===== src/rtl/fetch_stage_pkg.sv =====
// Shared pipeline definitions: next-PC select encodings, bubble instruction,
// fetch FSM states and the IF/ID register layout.
package fetch_stage_pkg;

  localparam logic [1:0] NPC_SEQ  = 2'b00;
  localparam logic [1:0] NPC_JALR = 2'b01;
  localparam logic [1:0] NPC_JBR  = 2'b10;

  localparam logic [31:0] DEFAULT_NOP = 32'h0000_0013;

  typedef enum logic [1:0] {
    ST_REQ  = 2'd0,
    ST_KILL = 2'd1,
    ST_HOLD = 2'd2
  } fetch_state_t;

  typedef struct packed {
    logic [31:0] pc;
    logic [31:0] pcadd4;
    logic [31:0] inst;
    logic        valid;
  } if_id_t;

  function automatic if_id_t make_bubble(input logic [31:0] nop);
    if_id_t b;
    b.pc     = '0;
    b.pcadd4 = '0;
    b.inst   = nop;
    b.valid  = 1'b0;
    return b;
  endfunction

endpackage


===== src/rtl/fetch_stage_seg_reg.sv =====
// Generic pipeline segment register: flush beats stall, stall beats load,
// and an unloaded cycle falls back to the flush value (a bubble).
module seg_reg #(
  parameter int             W       = 32,
  parameter logic [W-1:0]   RST_VAL = '0
) (
  input  logic         clk,
  input  logic         rst,
  input  logic         stall,
  input  logic         flush,
  input  logic         load,
  input  logic [W-1:0] d,
  input  logic [W-1:0] flush_val,
  output logic [W-1:0] q
);

  always_ff @(posedge clk or posedge rst) begin
    if (rst)
      q <= RST_VAL;
    else if (flush)
      q <= flush_val;
    else if (!stall)
      q <= load ? d : flush_val;
  end

endmodule


===== src/rtl/fetch_stage.sv =====
// IF stage: owns the PC, fetches over a req/ack imem port, discards responses
// made stale by a redirect and buffers a response that arrives while decode is stalled.
module fetch_stage
  import fetch_stage_pkg::*;
#(
  parameter logic [31:0] RESET_PC = 32'h0040_0000,
  parameter logic [31:0] NOP_INST = DEFAULT_NOP
) (
  input  logic        clk,
  input  logic        rst,
  input  logic        stall_pc,
  input  logic        stall_if2id,
  input  logic        flush_if2id,
  input  logic [1:0]  npc_sel,
  input  logic [31:0] pc_jalr,
  input  logic [31:0] pc_jbr,
  output logic        imem_req,
  output logic [31:0] imem_addr,
  input  logic        imem_ack,
  input  logic [31:0] imem_rdata,
  output logic [31:0] pc_if,
  output logic [31:0] pc_id,
  output logic [31:0] pcadd4_id,
  output logic [31:0] inst_id,
  output logic        valid_id
);

  localparam if_id_t BUBBLE = make_bubble(NOP_INST);

  fetch_state_t state_reg, state_next;
  logic [31:0]  pc_reg, pc_next;
  logic [31:0]  redirect_pc_reg, redirect_pc_next;
  logic [31:0]  inst_buf_reg, inst_buf_next;
  logic         deliver;
  logic [31:0]  deliver_inst;
  logic         redir;
  logic [31:0]  tgt;
  logic [31:0]  pc_plus4;
  if_id_t       if_id_d, if_id_q;

  assign redir    = ~stall_pc & ((npc_sel == NPC_JALR) | (npc_sel == NPC_JBR));
  assign tgt      = (npc_sel == NPC_JALR) ? (pc_jalr & 32'hFFFF_FFFE) : pc_jbr;
  assign pc_plus4 = pc_reg + 32'd4;

  // The PC is frozen while a killed request is outstanding, so it doubles as
  // the latched stale address and keeps imem_addr stable until the ack.
  assign imem_req  = (state_reg != ST_HOLD);
  assign imem_addr = pc_reg;
  assign pc_if     = pc_reg;

  always_ff @(posedge clk or posedge rst) begin
    if (rst) begin
      state_reg       <= ST_REQ;
      pc_reg          <= RESET_PC;
      redirect_pc_reg <= '0;
      inst_buf_reg    <= NOP_INST;
    end else begin
      state_reg       <= state_next;
      pc_reg          <= pc_next;
      redirect_pc_reg <= redirect_pc_next;
      inst_buf_reg    <= inst_buf_next;
    end
  end

  always_comb begin
    state_next       = state_reg;
    pc_next          = pc_reg;
    redirect_pc_next = redirect_pc_reg;
    inst_buf_next    = inst_buf_reg;
    deliver          = 1'b0;
    deliver_inst     = imem_rdata;
    case (state_reg)
      ST_REQ: begin
        if (redir) begin
          if (imem_ack) begin
            pc_next = tgt;
          end else begin
            redirect_pc_next = tgt;
            state_next       = ST_KILL;
          end
        end else if (imem_ack) begin
          if (stall_if2id) begin
            inst_buf_next = imem_rdata;
            state_next    = ST_HOLD;
          end else begin
            deliver = 1'b1;
            if (!stall_pc)
              pc_next = pc_plus4;
          end
        end
      end
      ST_KILL: begin
        // A redirect arriving with the ack is the newest target.
        if (imem_ack) begin
          pc_next    = redir ? tgt : redirect_pc_reg;
          state_next = ST_REQ;
        end else if (redir) begin
          redirect_pc_next = tgt;
        end
      end
      ST_HOLD: begin
        if (redir) begin
          pc_next    = tgt;
          state_next = ST_REQ;
        end else if (!stall_if2id) begin
          deliver      = 1'b1;
          deliver_inst = inst_buf_reg;
          pc_next      = pc_plus4;
          state_next   = ST_REQ;
        end
      end
      default: state_next = ST_REQ;
    endcase
  end

  assign if_id_d = '{pc: pc_reg, pcadd4: pc_plus4, inst: deliver_inst, valid: 1'b1};

  seg_reg #(
    .W       ($bits(if_id_t)),
    .RST_VAL (BUBBLE)
  ) u_if_id (
    .clk       (clk),
    .rst       (rst),
    .stall     (stall_if2id),
    .flush     (flush_if2id),
    .load      (deliver),
    .d         (if_id_d),
    .flush_val (BUBBLE),
    .q         (if_id_q)
  );

  assign pc_id     = if_id_q.pc;
  assign pcadd4_id = if_id_q.pcadd4;
  assign inst_id   = if_id_q.inst;
  assign valid_id  = if_id_q.valid;

endmodule


===== config.mk =====
export PLATFORM = sky130hd
export DESIGN_NAME = fetch_stage
export DESIGN_NICKNAME = d
export VERILOG_FILES = /design/src/rtl/fetch_stage_pkg.sv /design/src/rtl/fetch_stage_seg_reg.sv /design/src/rtl/fetch_stage.sv
export SDC_FILE = /design/constraint.sdc
export NUM_CORES = 1
export LEC_CHECK = 0
export CORE_MARGIN = 2
export CORE_UTILIZATION = 45
export CTS_BUF_LIST = sky130_fd_sc_hd__clkbuf_4
export CTS_CLUSTER_SIZE = 16
export DETAILED_ROUTE_END_ITERATION = 12
export PLACE_DENSITY = 0.79
export SYNTH_ARGS = -nofsm -noshare
export SYNTH_HDL_FRONTEND = slang
export SYNTH_SLANG_ARGS = --single-unit

===== constraint.sdc =====
create_clock -name clk -period 5.56 [get_ports clk]
set_input_delay 0.834 -clock clk [delete_from_list [all_inputs] [get_ports clk]]
set_output_delay 0.834 -clock clk [all_outputs]
set_load 0.05 [all_outputs]

* Word level (Yosys, flattened, before mapping)
Cells that the tools add are included.
** Cells by class
- Add/subtract/negate cells :: 1
- Reductions and logical operators :: 7
- $lt $le $gt $ge :: 0
- Bitwise logic cells :: 4
- Multipliers :: 0
- Divide/modulo/power cells :: 0
- Multiplexer cells :: 33
- Equal/unequal tests :: 17
- Shift operators :: 0
** Operators by type and width (number)
- $mux 32 :: 15
- $mux 97 :: 3
- $pmux 32 s3 :: 1
- $pmux 32 s2 :: 1
- $add 32x3->32 const B :: 1
- $ne 3x3->1 const B :: 6
- $mux 2 :: 7
- $ne 2x2->1 const B :: 6
- $reduce_and 4->1 :: 2
- $pmux 2 s3 :: 1
- $reduce_and 6->1 :: 1
- $reduce_and 5->1 :: 1
- $eq 2x1->1 const B :: 2
- $eq 2x2->1 const B :: 2
- $mux 1 :: 4
- $reduce_bool 3->1 :: 1
- $logic_not 2->1 :: 1
- $ne 2x1->1 const B :: 1
- $not 1->1 :: 2
- $pmux 1 s2 :: 1
- $reduce_bool 2->1 :: 1
- $and 1x1->1 :: 1
- $or 1x1->1 :: 1
** Word-level totals
- Input port bits :: 104
- Memories :: 0
- Latch bits :: 0
- Output and inout port bits :: 162
- Logic and storage cells :: 67
- Bits in registers :: 195
- Bits in read-only memories :: 0
- Bits in writable memories :: 0

* Logic depth before layout (Yosys ltp)
- Word-level depth :: 8
- Depth in mapped cells :: 10
- Depth with buffers taken out :: 7

* Modules after synthesis
From an unflattened synthesis, not the netlist that was laid out.
** Unflattened totals
- Cells, all modules :: 1170
- Area, all modules :: 11233.3 um2
** By module, submodules not included
- fetch_stage :: sequential area each 2457.4 um2, area each 6119.6 um2, times used 1, cells an instance 629
- seg_reg :: sequential area each 2431.1 um2, area each 5113.7 um2, times used 1, cells an instance 541

* Worst setup path before layout
OpenSTA, ideal clock, no wires.
- Kind :: in2reg
- Start :: in npc_sel[1]
- End :: reg redirect_pc_reg[1]
- Setup slack :: 2.959 ns
- Cell stages on the path :: 7
- Path buffers :: 2
- Arrival time :: 2.464 ns
- Required time :: 5.423 ns
- Library setup time :: 0.137 ns
- Cell sequence :: inv_1 -> ha_1 -> or2_2 -> nor3_1 -> buf_2 -> buf_1 -> a21oi_1
** On the way
- Cells in the longest elaborated chain, start to end :: 6
- Elaborated cells on any way between the ends :: 12
- Those cells by class :: eq/ne (3); mux (6); bitwise (2); reduce/logical (1)
** RTL lines
- start: declaration :: RTL line fetch_stage.sv:14 : input logic [1:0] npc_sel,
- $eq 2x1->1 / $eq 2x2->1 (equally long branches) :: RTL line fetch_stage.sv:41, fetch_stage.sv:42
- $or 1x1->1 :: RTL line fetch_stage.sv:41 : assign redir = ~stall_pc & ((npc_sel == NPC_JALR) | (npc_sel == NPC_JBR));
- $and 1x1->1 :: RTL line fetch_stage.sv:41
- $mux 32 :: RTL line fetch_stage.sv:97 : end else if (redir) begin
- $mux 32 :: RTL line fetch_stage.sv:94 : if (imem_ack) begin
- $pmux 32 s2 :: RTL line fetch_stage.sv:72 : case (state_reg)
- end signal: assignment :: RTL line fetch_stage.sv:60 : redirect_pc_reg <= redirect_pc_next;
- end: declaration :: RTL line fetch_stage.sv:32 : logic [31:0] redirect_pc_reg, redirect_pc_next;
Parallel ways exist; a longest one is shown, timed or not. The select of a mux whose other input is x is not followed.
A chain may end at the register's enable or synchronous reset.

* Worst setup path after layout
- Start :: in npc_sel[1]
- End :: reg u_if_id.q[20]
** On the way
- Cells in the longest elaborated chain, start to end :: 8
- Elaborated cells on any way between the ends :: 12
- Those cells by class :: eq/ne (2); mux (8); bitwise (2)
** RTL lines
- $eq 2x1->1 / $eq 2x2->1 (equally long branches) :: RTL line fetch_stage.sv:41
- $or 1x1->1 (*) :: RTL line fetch_stage.sv:41
- $and 1x1->1 (*) :: RTL line fetch_stage.sv:41
- $mux 1 (tied with other cells) :: RTL line fetch_stage.sv:102 : if (redir) begin
- $pmux 1 s2 / $mux 32 (equally long branches) :: RTL line fetch_stage.sv:72
- $mux 97 (*) :: RTL line fetch_stage_seg_reg.sv:23 : q <= load ? d : flush_val;
- $mux 97 (*) :: RTL line fetch_stage_seg_reg.sv:22 : else if (!stall)
- $mux 97 (*) :: RTL line fetch_stage_seg_reg.sv:20 : else if (flush)
- end signal: assignment :: RTL line fetch_stage_seg_reg.sv:21 : q <= flush_val;
- end signal: assignment :: RTL line fetch_stage_seg_reg.sv:23
- end: declaration :: RTL line fetch_stage_seg_reg.sv:14 : output logic [W-1:0] q
Every way passes the cells marked *; elsewhere a longest branch is shown, timed or not. The select of a mux whose other input is x is not followed.

==> run metrics <==
Max clock buf depth 2; Crit Path Max Fanout 32; layout cells sized above 1 9.797%; Least-Margin Pin Slew 1.128 ns; drt initial violations roughly 520; Die Ht between 100 and 150 um; initial antenna violation count 1; Reg with most FFs u_if_id.q; Main synth FF type dfrtp_1; htree depth 4; Worst R2R End imem_addr[13]$_DFFE_PP0P_; peak supply drop 0.2555 mV; Worst Path Required 5.95 ns; status completed; clock tree sinks 193; setup slack, reg-to-reg 2.65 ns; CTS clk-pin slew, worst paths 0.15 ns; Worst slew margin 24.64%; Yosys warning count 0; worst stage delay on the critical path 0.73 ns; Tot GR Track Use 23.08%; Root Buffer clkbuf_4; Vias per Instance roughly 5.4; CP arrival 3.63 ns; Area Overhead vs Synth 30.10%; area leader, netlist dfrtp_1; RD Place Congestion 0.8330; power per cell area 381.1 nW/um^2; PostCTS Resize Cnt 0; depth of the worst hold-timing path 2; leakage power approximately 5 nW; Setup Skew 0.01624 ns; CTS Hold Bufs 0; vias in the first global route 7152; Initial Util 45.98%; crit-path cells clkdlybuf4s50_1 -> inv_1 -> ha_2 -> nor2_2 -> buf_4 -> nor2_1 -> nand2_2 -> mux2i_1 -> o21ai_0; fin crit period roughly 3.2 ns; Seq/Total Area, Yosys 51.84%; DR vias between 7000 and 8000; Reg2Reg Launch Point state_reg[1]$_DFFE_PP0P_; Crit Path Class in2reg; cts bufs inserted 17; Worst Hold Class reg2reg; TritonRoute pass-1 iters 5; die width 148.0 um; Finished Layout Cells 1404; first-pass GRT wire length a little under 40000 um; WL/cell 17.94 um; postcts setup bufs 0; Worst Hold End u_if_id.q[11]$_DFFE_PP0P_; port buffer count about 260; Nets 1227; count leader, synth dfrtp_1; achievable clock frequency between 300 and 400 MHz; setup_tns 0 ns; Reg2Reg Depth 5; Synth top area share 49.87%; floorplan row count 52; startpoint types primary input; core area 20300 um^2; synth unique cells 57; Final Slew Violations 0; total wire length 25190 um; Final ANT Viol Nets 0; synthesized flop and latch total 193; clock latency on the worst-skew pair 0.55 ns; die area approximately 22000 um^2; CTS tree built; Post-synth ARST share 100.0%; largest net degree at the start of global routing 194; Synth Area per Inst 10.12 um^2; Hold Crit Start u_if_id.q[11]$_DFFE_PP0P_; max reg flops 95; dpl hpwl approximately 18000 um; max-capacitance violation count 0; Final period util between 50% and 60%; unrepaired setup endpoints after global routing false; final hold vios 0; placed cells 1372; syn_nets around 1000; io pins 266; top post-synthesis cells by area dfrtp_1 (50%), mux2i_1 (6.3%), nand2_1 (5.4%); synthesized area 9333 um^2; Crit-path slowest cell nand2_2; Gate Count Post-Synth 922; DR DRC count 0; grt total ovfl 0; CP Capture Type register; setup violators final 0; Commonest cells post-synth dfrtp_1 (186), nand2_1 (134), o21ai_0 (99), nor2_1 (61), mux2i_1 (59); number of synthesized flops with an enable pin 0
==> cells in the final DEF (no fill, tap or decap), types with 9 or more instances in the layout <==
cell type and n:
clkdlybuf4s50_1 264, clkbuf_4 20, a31oi_1 10, nand3_1 19
a21oi_1 43, mux2_2 41, o21ai_0 99, a22o_1 29
nand2_1 132, dfrtp_1 186, nor2_1 60, nor3_1 9
xnor2_1 13, buf_4 10, mux2i_1 59, xor2_1 13
nand4_1 15
==> worst max-delay path: cells and delay by family <==
kind | cells | cell delay [ns]
simple gates | 3 | 1.21
buf+inv | 3 | 0.73
fa+ha+maj | 1 | 0.35
mux | 1 | 0.35
compound gates | 1 | 0.11
==> worst max path at each step <==
stage / from / endpoint / cells past startpoint
after detailed placement: npc_sel[1] / u_if_id.q[20]$_DFFE_PP0P_ / 9
after global placement: npc_sel[1] / u_if_id.q[28]$_DFFE_PP0P_ / 9
after floorplan: rst / imem_addr[0]$_DFFE_PP0P_ / 1
final: npc_sel[1] / u_if_id.q[20]$_DFFE_PP0P_ / 9
after CTS: npc_sel[1] / u_if_id.q[20]$_DFFE_PP0P_ / 9
after global routing: npc_sel[1] / u_if_id.q[15]$_DFFE_PP0P_ / 9
==> stage by stage <==
stage               power, mW  setup WS, ns  hold WS [ns]  util, %  instance area (um^2)
global route            4.858         2.131        0.5155    59.81                 12140
finish                  4.627         2.319        0.4928    59.81                 12140
global placement        3.967         1.791        0.4587    58.72                 11920
floorplan               3.379         2.241        0.4795        -                  9336
detailed placement      4.010         1.738        0.4689    58.72                 11920
CTS                     4.656         2.369        0.4996    59.80                 12140
==> area by class of cell <==
class / count / area (um^2)
Fill cell: 1740 / 8158
Tap cell: 270 / 337.8
Clock buffer: 20 / 150.1
Inverter: 8 / 33.78
Timing Repair Buffer: 275 / 2738
Multi-Input combinational cell: 626 / 3973
Sequential cell: 193 / 4838
Clock inverter: 11 / 68.82
Antenna cell: 1 / 2.502
==> power by group <==
part	internal [mW]	leakage [nW]	total, mW	switching (mW)
clock network	0.184	0.113	0.645	0.460
registers	1.67	2.42	2.01	0.342
logic	0.725	2.53	1.97	1.25
total	2.58	5.06	4.63	2.05
==> per-layer routing <==
metal	part of all wire (%)	wire, um	track usage [%]
met5	0	0	0
met4	1.5	384	6.333
met3	7.2	1825	4.938
met2	46	11680	35.60
met1	45	11310	33.17
==> kinds of logic after synthesis <==
logic type / Yosys count / share of synthesized area, %
flops: 193 / 51.84
xor+xnor: 26 / 2.440
buf+inv: 103 / 5.899
compound gates: 223 / 15.08
simple gates: 275 / 13.19
fa+ha+maj: 2 / 0.2681
mux: 100 / 11.27
No activity file was read; power rests on OpenSTA's default activity.
